## config.mk

```make
export PLATFORM = sky130hd
export DESIGN_NAME = calc_key_entry
export DESIGN_NICKNAME = d
export VERILOG_FILES = /design/src/rtl/calc_pkg.sv /design/src/rtl/calc_key_class.sv /design/src/rtl/calc_key_entry.sv
export SDC_FILE = /design/constraint.sdc
export NUM_CORES = 1
export LEC_CHECK = 0
export ABC_CLOCK_PERIOD_IN_PS = 5100
export CAP_MARGIN = 40
export CORE_MARGIN = 4
export CORE_UTILIZATION = 55
export DETAILED_ROUTE_END_ITERATION = 8
export PLACE_DENSITY = 0.95
export SKIP_LAST_GASP = 1
export SYNTH_ARGS = -nofsm -noshare
export SYNTH_HDL_FRONTEND = slang
export SYNTH_SLANG_ARGS = --single-unit
```

## constraint.sdc

```tcl
create_clock -name clk -period 5.1 [get_ports clk]
set_input_delay 0.51 -clock clk [delete_from_list [all_inputs] [get_ports clk]]
set_output_delay 0.51 -clock clk [all_outputs]
set_load 0.02 [all_outputs]
```

## src/rtl/calc_pkg.sv

```systemverilog
// Shared calculator definitions: key-entry FSM states and the ASCII keycodes
// used by both the key-entry front end and the arithmetic block.
package calc_pkg;

  typedef enum logic [1:0] {
    NUM1 = 2'd0,
    NUM2 = 2'd1,
    DONE = 2'd2
  } calc_state_t;

  localparam logic [7:0] KEY_ADD = 8'h61;
  localparam logic [7:0] KEY_SUB = 8'h62;
  localparam logic [7:0] KEY_MUL = 8'h63;
  localparam logic [7:0] KEY_DIV = 8'h64;
  localparam logic [7:0] KEY_EQ  = 8'h65;
  localparam logic [7:0] KEY_D0  = 8'h30;
  localparam logic [7:0] KEY_D9  = 8'h39;

  function automatic logic in_range(input logic [7:0] code,
                                    input logic [7:0] lo,
                                    input logic [7:0] hi);
    return (code >= lo) && (code <= hi);
  endfunction

endpackage

```

## src/rtl/calc_key_class.sv

```systemverilog
// Combinational keycode classifier: splits an ASCII code into the key classes
// the entry FSM acts on. Unlisted codes assert no class at all.
module calc_key_class
  import calc_pkg::*;
#(
  parameter logic [7:0] KEY_CLR = 8'h1B,
  parameter logic [7:0] KEY_BS  = 8'h08
) (
  input  logic [7:0] i_code,
  output logic       o_is_digit,
  output logic       o_is_op,
  output logic       o_is_eq,
  output logic       o_is_clr,
  output logic       o_is_bs,
  output logic [3:0] o_digit_val
);

  // Decode key class; for ASCII digits the low nibble is the digit value
  always_comb begin
    o_is_digit  = in_range(i_code, KEY_D0, KEY_D9);
    o_is_op     = in_range(i_code, KEY_ADD, KEY_DIV);
    o_is_eq     = (i_code == KEY_EQ);
    o_is_clr    = (i_code == KEY_CLR);
    o_is_bs     = (i_code == KEY_BS);
    o_digit_val = i_code[3:0];
  end

endmodule

```

## src/rtl/calc_key_entry.sv

```systemverilog
// Calculator key-entry front end: assembles two packed-BCD operands and an
// operator from keyboard strobes, pulsing op_valid when "= " completes a sum.
module calc_key_entry
  import calc_pkg::*;
#(
  parameter int         DIGITS  = 3,
  parameter logic [7:0] KEY_CLR = 8'h1B,
  parameter logic [7:0] KEY_BS  = 8'h08
) (
  input  logic                  clk,
  input  logic                  rst,
  input  logic                  key_valid,
  input  logic [7:0]            key_code,
  output logic [4*DIGITS-1:0]   reg_num1,
  output logic [4*DIGITS-1:0]   reg_num2,
  output logic [7:0]            sym,
  output logic                  op_valid,
  output logic                  err,
  output logic                  busy
);

  localparam int W  = 4 * DIGITS;
  localparam int CW = $clog2(DIGITS + 1);
  localparam logic [CW-1:0] CNT_FULL = CW'(DIGITS);
  localparam logic [CW-1:0] CNT_ONE  = CW'(1);
  localparam logic [CW-1:0] CNT_ZERO = CW'(0);

  logic            w_is_digit;
  logic            w_is_op;
  logic            w_is_eq;
  logic            w_is_clr;
  logic            w_is_bs;
  logic [3:0]      w_digit_val;

  calc_state_t     r_state;
  logic [CW-1:0]   r_cnt1;
  logic [CW-1:0]   r_cnt2;

  calc_key_class #(
    .KEY_CLR (KEY_CLR),
    .KEY_BS  (KEY_BS)
  ) u_class (
    .i_code      (key_code),
    .o_is_digit  (w_is_digit),
    .o_is_op     (w_is_op),
    .o_is_eq     (w_is_eq),
    .o_is_clr    (w_is_clr),
    .o_is_bs     (w_is_bs),
    .o_digit_val (w_digit_val)
  );

  // Entry FSM with operand, operator and pulse outputs all registered here
  always_ff @(posedge clk) begin
    if (rst) begin
      r_state  <= NUM1;
      r_cnt1   <= CNT_ZERO;
      r_cnt2   <= CNT_ZERO;
      reg_num1 <= '0;
      reg_num2 <= '0;
      sym      <= 8'h00;
      op_valid <= 1'b0;
      err      <= 1'b0;
      busy     <= 1'b0;
    end else begin
      op_valid <= 1'b0;
      err      <= 1'b0;
      if (key_valid && w_is_clr) begin
        r_state  <= NUM1;
        r_cnt1   <= CNT_ZERO;
        r_cnt2   <= CNT_ZERO;
        reg_num1 <= '0;
        reg_num2 <= '0;
        sym      <= 8'h00;
        busy     <= 1'b0;
      end else if (key_valid) begin
        case (r_state)
          NUM1: begin
            if (w_is_digit) begin
              if (r_cnt1 == CNT_FULL) begin
                err <= 1'b1;
              end else begin
                reg_num1 <= {reg_num1[W-5:0], w_digit_val};
                r_cnt1   <= r_cnt1 + CNT_ONE;
              end
            end else if (w_is_op) begin
              if (r_cnt1 != CNT_ZERO) begin
                sym     <= key_code;
                r_state <= NUM2;
                busy    <= 1'b1;
              end else begin
                err <= 1'b1;
              end
            end else if (w_is_eq) begin
              err <= 1'b1;
            end else if (w_is_bs && (r_cnt1 != CNT_ZERO)) begin
              reg_num1 <= reg_num1 >> 4;
              r_cnt1   <= r_cnt1 - CNT_ONE;
            end
          end
          NUM2: begin
            if (w_is_digit) begin
              if (r_cnt2 == CNT_FULL) begin
                err <= 1'b1;
              end else begin
                reg_num2 <= {reg_num2[W-5:0], w_digit_val};
                r_cnt2   <= r_cnt2 + CNT_ONE;
              end
            end else if (w_is_op) begin
              // Operator may still be changed until the second operand starts
              if (r_cnt2 == CNT_ZERO) begin
                sym <= key_code;
              end else begin
                err <= 1'b1;
              end
            end else if (w_is_eq) begin
              if (r_cnt2 != CNT_ZERO) begin
                op_valid <= 1'b1;
                r_state  <= DONE;
                busy     <= 1'b0;
              end else begin
                err <= 1'b1;
              end
            end else if (w_is_bs) begin
              if (r_cnt2 != CNT_ZERO) begin
                reg_num2 <= reg_num2 >> 4;
                r_cnt2   <= r_cnt2 - CNT_ONE;
              end else begin
                sym     <= 8'h00;
                r_state <= NUM1;
                busy    <= 1'b0;
              end
            end
          end
          DONE: begin
            if (w_is_digit) begin
              reg_num1 <= {{(W-4){1'b0}}, w_digit_val};
              reg_num2 <= '0;
              sym      <= 8'h00;
              r_cnt1   <= CNT_ONE;
              r_cnt2   <= CNT_ZERO;
              r_state  <= NUM1;
            end else if (w_is_op || w_is_eq) begin
              err <= 1'b1;
            end
          end
          default: begin
            r_state <= NUM1;
            busy    <= 1'b0;
          end
        endcase
      end
    end
  end

endmodule

```

==> results of run 1 <==
[logic make-up (layout without fill, tap and decap cells)]
| group | count (synthesis) | in the layout | share of synthesized area |
|---|---|---|---|
| and+or+nand+nor | 108 | 108 | 0.257 |
| muxes | 3 | 3 | 0.0135 |
| xor gates and xnor gates | 1 | 1 | 0.00392 |
| AOI/OAI and AO/OA | 105 | 105 | 0.295 |
| DFF | 41 | 41 | 0.368 |
| buffers and inverters | 23 | 62 | 0.0409 |
| adders and majority gates | 4 | 4 | 0.0224 |
[worst max-delay path: stages]
cell             delay, ns
clkdlybuf4s50_1       0.73
o21ai_1               0.18
nand2_1               0.49
a31oi_1               0.15
buf_4                 0.24
or4_1                 0.49
a31oi_1               0.16
[layout make-up]
class                   instances  area, µm²  share of cell area
multi-input cells             221       1320               0.466
clock inverters                 1       30.0              0.0106
repair buffers                 51        507               0.179
inverters                       3       11.3             0.00397
flip-flops and latches         41        821               0.289
well taps                      48       60.1              0.0212
clock buffers                   7       86.3              0.0305
[flip-flops by register name, indices dropped and copies added (netlist names)]
name	cells
r_state	2
reg_num2	12
sym	8
busy	1
r_cnt2	2
r_cnt1	2
err	1
op_valid	1
reg_num1	12
[power groups by stage]
stage	Clock, mW	Combinational, mW	Sequential [mW]
after CTS	0.273	0.0409	0.321
after global routing	0.286	0.0451	0.322
after floorplan	0	0.0205	0.330
final	0.272	0.0420	0.322
after global placement	0	0.0391	0.329
after detailed placement	0	0.0407	0.329
[cell usage in the layout (no fill, tap or decap), drive strengths merged, types with 2 or more instances in the layout]
master	count
a211o	13
a211oi	2
a21oi	32
a311oi	5
a31oi	2
and2	3
buf	6
clkbuf	7
clkdlybuf4s50	45
dfxtp	41
ha	4
inv	3
mux2i	3
nand2	47
nand3	7
nand3b	2
nand4	7
nand4b	3
nand4bb	2
nor2	16
nor2b	2
nor4b	2
o21a	5
o21ai	37
o31ai	2
or3	5
[per-layer routing]
metal / routed length, µm / global-route usage
met5: 0 / 0
met4: 134 / 0.0939
met3: 499 / 0.0505
met2: 2730 / 0.368
met1: 2670 / 0.314
[metrics by stage]
| step | setup slack (ns) | std cells |
|---|---|---|
| detailed placement | 2.10 | 364 |
| global route | 2.22 | 372 |
| finish | 2.37 | 372 |
| global placement | 2.07 | 360 |
| CTS | 2.39 | 372 |
| floorplan | 3.09 | 285 |
[worst max-delay path by stage]
stage                            from  slack (ns)           to
after global placement    key_code[6]        2.07  reg_num2[1]
after CTS                 key_code[2]        2.39    r_cnt2[1]
after global routing      key_code[2]        2.22    r_cnt2[1]
after floorplan           key_code[1]        3.09    r_cnt2[1]
after detailed placement  key_code[2]        2.10    r_cnt2[1]
final                     key_code[2]        2.37    r_cnt2[1]
==> out/qor.yml, run 1 <==
setup_path:
  r2r-end: "r_cnt2[1]"
  critPathLaunchType: "primary input"
  reg2reg_from: "r_state[1]"
  reg2reg_depth: 8
  end_kind: "flop"
  worstPathMaxFanout: 24
  critPathRequiredTime_ns: 5.33
  reg2reg_slack_ns: 2.71
  crit_type: "primary input to flop"
  arrival_ns: 2.96
timing:
  slew_headroom: 0.587
  tns_ns: 0
  fmaxAchievable_mhz: 366
  hold_ws_ns: 0.459
  drv_slew: 0
  rsz0062_at_grt: "false"
  final.setup_skew_ns: 0.00462
  fin_crit_sh: 0.536
  tightest_slew_ns: 0.619
  period_needed_ns: 2.73
  finalSetupViolCount: 0
  hold_viol: 0
flow_run:
  drv_cap: 0
final_layout:
  drive_gt1_frac: 0.0556
  diodes: 0
  final_nets: 338
  finish.utilization: 0.746
  syn2layout_area_growth_pct: 27.0
  final_area_um2: 2840
  filler_cell_count: 307
routing:
  vias: 2359
  via_per_inst: 6.34
  wl_um: 6030
  drc: 0
  ant_nets: 0
  wl_per_cell_um: 16.2
  dr.pass1.iters: 5
  dr.first_iter.drc_count: 234
global_routing:
  antenna_found_initial: 0
  grt-ovfl-total: 0
  grt_pass1_vias: 2128
  grt_max_degree: 25
  track_usage: 0.235
  grt_first_pass_wirelength_um: 9900
placement:
  hpwl_um: 4110
  place.gp.congestion: 0.951
  place_area_um2: 2720
  portBuffers: 45
power_and_ir_drop:
  p_per_area_nw_per_um2: 224
  clkPwrFrac: 0.428
  switching_share: 0.220
  ir_drop_uv: 135
  p_int_mw: 0.496
  finalPower_mw: 0.636
  seqPwrFrac: 0.506
  static-leakage-power_nw: 0.876
  p_sw_mw: 0.140
  power_frac_comb: 0.066
yosys:
  ys_seq_elements: 41
  synth_top_area_frac: 0.368
  syn_area_um2: 2230
  ys_seq_area_frac: 0.368
  synth_cell_types: 49
  synth_most_common_cell: "nand2_1"
  ys.flop_type: "dfxtp_1"
  yosysWarnings: 0
  synthCells: 285
  netlist.top_cell.by_area: "dfxtp_1"
  syn_avg_cell_area_um2: 7.83
  async_reset_ff_frac: 0
  ys_top_cells_by_count: "nand2_1 (47), dfxtp_1 (41), a21oi_1 (32), o21ai_0 (30), nor2_1 (16)"
  synth_edf_count: 0
  ys_top_cells_by_area: "dfxtp_1 (37%), nand2_1 (7.9%), a21oi_1 (7.2%), o21ai_0 (6.7%), a211o_1 (5.1%)"
  syn_nets: 300
cts:
  root_buffer: "clkbuf_8"
  cts.repair.resized: 0
  post_cts_buffers: 0
  cts_sinks: 41
  cts_tree: "yes"
  hold_buffers: 0
  cts_buffers: 5
  clk_pin_slew_ns: 0.07
  cts_max_level: 2
  clock_path_buffers: 2
  clk_latency_ns: 0.30
floorplanning:
  fp-row-count: 22
  die_w_um: 71.7
  start_util: 0.588
  io_pins: 46
  die-area_um2: 5140
  die_h_um: 71.7
  core_area_um2: 3800
min_path:
  hp-start: "busy"
  min_path_cells: 2
  whs_endpoint: "busy"
  hold_path.class: "flop to flop"
outcome:
  status: "finished clean"
No activity file was read; power rests on OpenSTA's default activity.
==> run 2: changes to the inputs <==
ABC_CLOCK_PERIOD_IN_PS = 2500   (was 5100)
CORE_UTILIZATION = 46   (was 55)
PLACE_DENSITY = 0.86   (was 0.95)
clock period = 2.5 ns   (was 5.1 ns; I/O delays follow)
==> run 2 against run 1 <==
Clock power is 88% higher. Non-clock buffer count increased by 13. Global-route usage is 2.1 points lower. Register-to-register slack worse by 2.5 ns. Power up 99%. Largest cell class unchanged. Final cell count rose by 8.3%. Count of clock-buffer cells in the layout is 2 lower. Combinational power rose by 120%. First-iteration DRC count fell by 12%. Critical path depth increased by 1. Critical endpoint is now r_cnt2[0]. Via count is 0.34% higher.
==> out/qor.yml, run 2 (synthesized netlist as in run 1, its figures left out) <==
cts:
  cts_sinks: 41
  cts.repair.resized: 0
  clk_latency_ns: 0.29
  clock_path_buffers: 2
  cts_max_level: 2
  clk_pin_slew_ns: 0.08
  root_buffer: "clkbuf_8"
  cts_buffers: 5
  cts_tree: "yes"
  hold_buffers: 0
  post_cts_buffers: 0
final_layout:
  syn2layout_area_growth_pct: 31.4
  final_nets: 351
  top_regs: "reg_num1 x12, reg_num2 x12, sym x8"
  final_common_cell: "nand2_1"
  stdcell_count: 403
  diodes: 0
  drive_gt1_frac: 0.0923
  final_area_um2: 2930
  final_cell_mix: "nand2_1 (47), clkdlybuf4s50_1 (45), dfxtp_1 (41)"
min_path:
  whs_endpoint: "busy"
  hp-start: "busy"
  hold_path.class: "flop to flop"
  min_path_cells: 2
floorplanning:
  core_area_um2: 4720
  die_h_um: 77.7
  start_util: 0.473
  die-area_um2: 6030
  die_w_um: 77.7
  io_pins: 46
  fp-row-count: 25
global_routing:
  grt-ovfl-total: 0
  track_usage: 0.215
  grt_max_degree: 26
  grt_pass1_vias: 2250
  grt_first_pass_wirelength_um: 10700
  antenna_found_initial: 0
timing:
  fin_crit_sh: 0.898
  rsz0062_at_grt: "false"
  period_needed_ns: 2.25
  drv_slew: 0
  tightest_slew_ns: 0.548
  final.setup_skew_ns: 0.00998
  hold_viol: 0
  finalSetupViolCount: 0
  slew_headroom: 0.634
  fmaxAchievable_mhz: 445
  hold_ws_ns: 0.467
  tns_ns: 0
routing:
  dr.first_iter.drc_count: 207
  wl_per_cell_um: 15.1
  wl_um: 6100
  via_per_inst: 5.87
  ant_nets: 0
  dr.pass1.iters: 5
  drc: 0
  vias: 2367
placement:
  hpwl_um: 4290
  place_area_um2: 2830
  portBuffers: 45
  place.gp.congestion: 0.909
  dp_cells: 396
power_and_ir_drop:
  clkPwrFrac: 0.406
  p_int_mw: 0.984
  seqPwrFrac: 0.520
  power_frac_comb: 0.075
  switching_share: 0.221
  p_sw_mw: 0.279
  p_per_area_nw_per_um2: 431
  static-leakage-power_nw: 0.931
  ir_drop_uv: 296
outcome:
  status: "finished clean"
setup_path:
  critical-path-max-stage-delay_ns: 0.42
  cp_slowest_cell: "ha_1"
  critPathLaunchType: "flop"
  worstPathMaxFanout: 23
  reg2reg_depth: 8
  reg2reg_slack_ns: 0.25
  arrival_ns: 2.47
  crit_buf_inv: 2
  crit_family: "compound AO/OA/AOI/OAI gates"
  reg2reg_from: "r_state[0]"
  critPathRequiredTime_ns: 2.73
  crit_chain: "inv_1 > ha_1 > nand2_1 > o41ai_2 > a31oi_1 > buf_4 > or3_1 > a21oi_1"
  end_kind: "flop"
  crit_type: "flop to flop"
  r2r-end: "r_cnt2[0]"
flow_run:
  drv_cap: 0
==> run 2: worst reg2reg max path: stages, from the launching register on <==
cell and delay [ns]:
dfxtp_1 0.39, inv_1 0.08, ha_1 0.42, nand2_1 0.11, o41ai_2 0.40, a31oi_1 0.10, buf_4 0.22, or3_1 0.32
a21oi_1 0.14
==> run 2: layer usage <==
metal / part of all wire / up-vias / routed length [µm] / track usage
li1: - / 1147 / - / -
met1: 0.46 / 1094 / 2800 / 0.288
met2: 0.46 / 108 / 2800 / 0.340
met3: 0.064 / 18 / 391 / 0.0487
met4: 0.019 / 0 / 114 / 0.0712
met5: 0 / - / 0 / 0
==> run 2: per-stage QoR <==
step           utilization  total power [mW]  worst slack (ns)
3_3_place_gp         0.599             0.763             0.186
6_report             0.621              1.26             0.254
4_1_cts              0.621              1.28             0.276
5_1_grt              0.621              1.31             0.129
2_1_floorplan            -             0.714             0.529
3_5_place_dp         0.599             0.764             0.168
==> run 2: power by group through the flow <==
stage / registers [mW] / clock network (mW) / logic [mW]
after global routing: 0.656 / 0.556 / 0.102
after CTS: 0.656 / 0.527 / 0.0934
final: 0.656 / 0.512 / 0.0944
after detailed placement: 0.671 / 0 / 0.0924
after floorplan: 0.672 / 0 / 0.0419
after global placement: 0.671 / 0 / 0.0921
==> run 2: worst max path at each step <==
stage / from / to / slack (ns) / cells after the start
2_1_floorplan: r_state[0] / r_cnt2[1] / 0.53 / 7
3_3_place_gp: key_code[1] / reg_num2[9] / 0.19 / 9
3_5_place_dp: key_code[5] / sym[6] / 0.17 / 7
4_1_cts: r_state[0] / r_cnt2[0] / 0.28 / 8
5_1_grt: r_state[0] / r_cnt2[0] / 0.13 / 8
6_report: r_state[0] / r_cnt2[0] / 0.25 / 8
==> run 2: cell type report <==
type                            count  area, µm²
Fill cell                         434       1790
Multi-Input combinational cell    221       1320
Sequential cell                    41        821
Timing Repair Buffer               64        593
Tap cell                           67       83.8
Clock buffer                        5       68.8
Clock inverter                      2       35.0
Inverter                            3       11.3
==> run 3: changes to the inputs <==
HOLD_SLACK_MARGIN = 0.05   (was default)
==> results of run 3 <==
Final layout, timing and power as in run 2 (identical DEF).
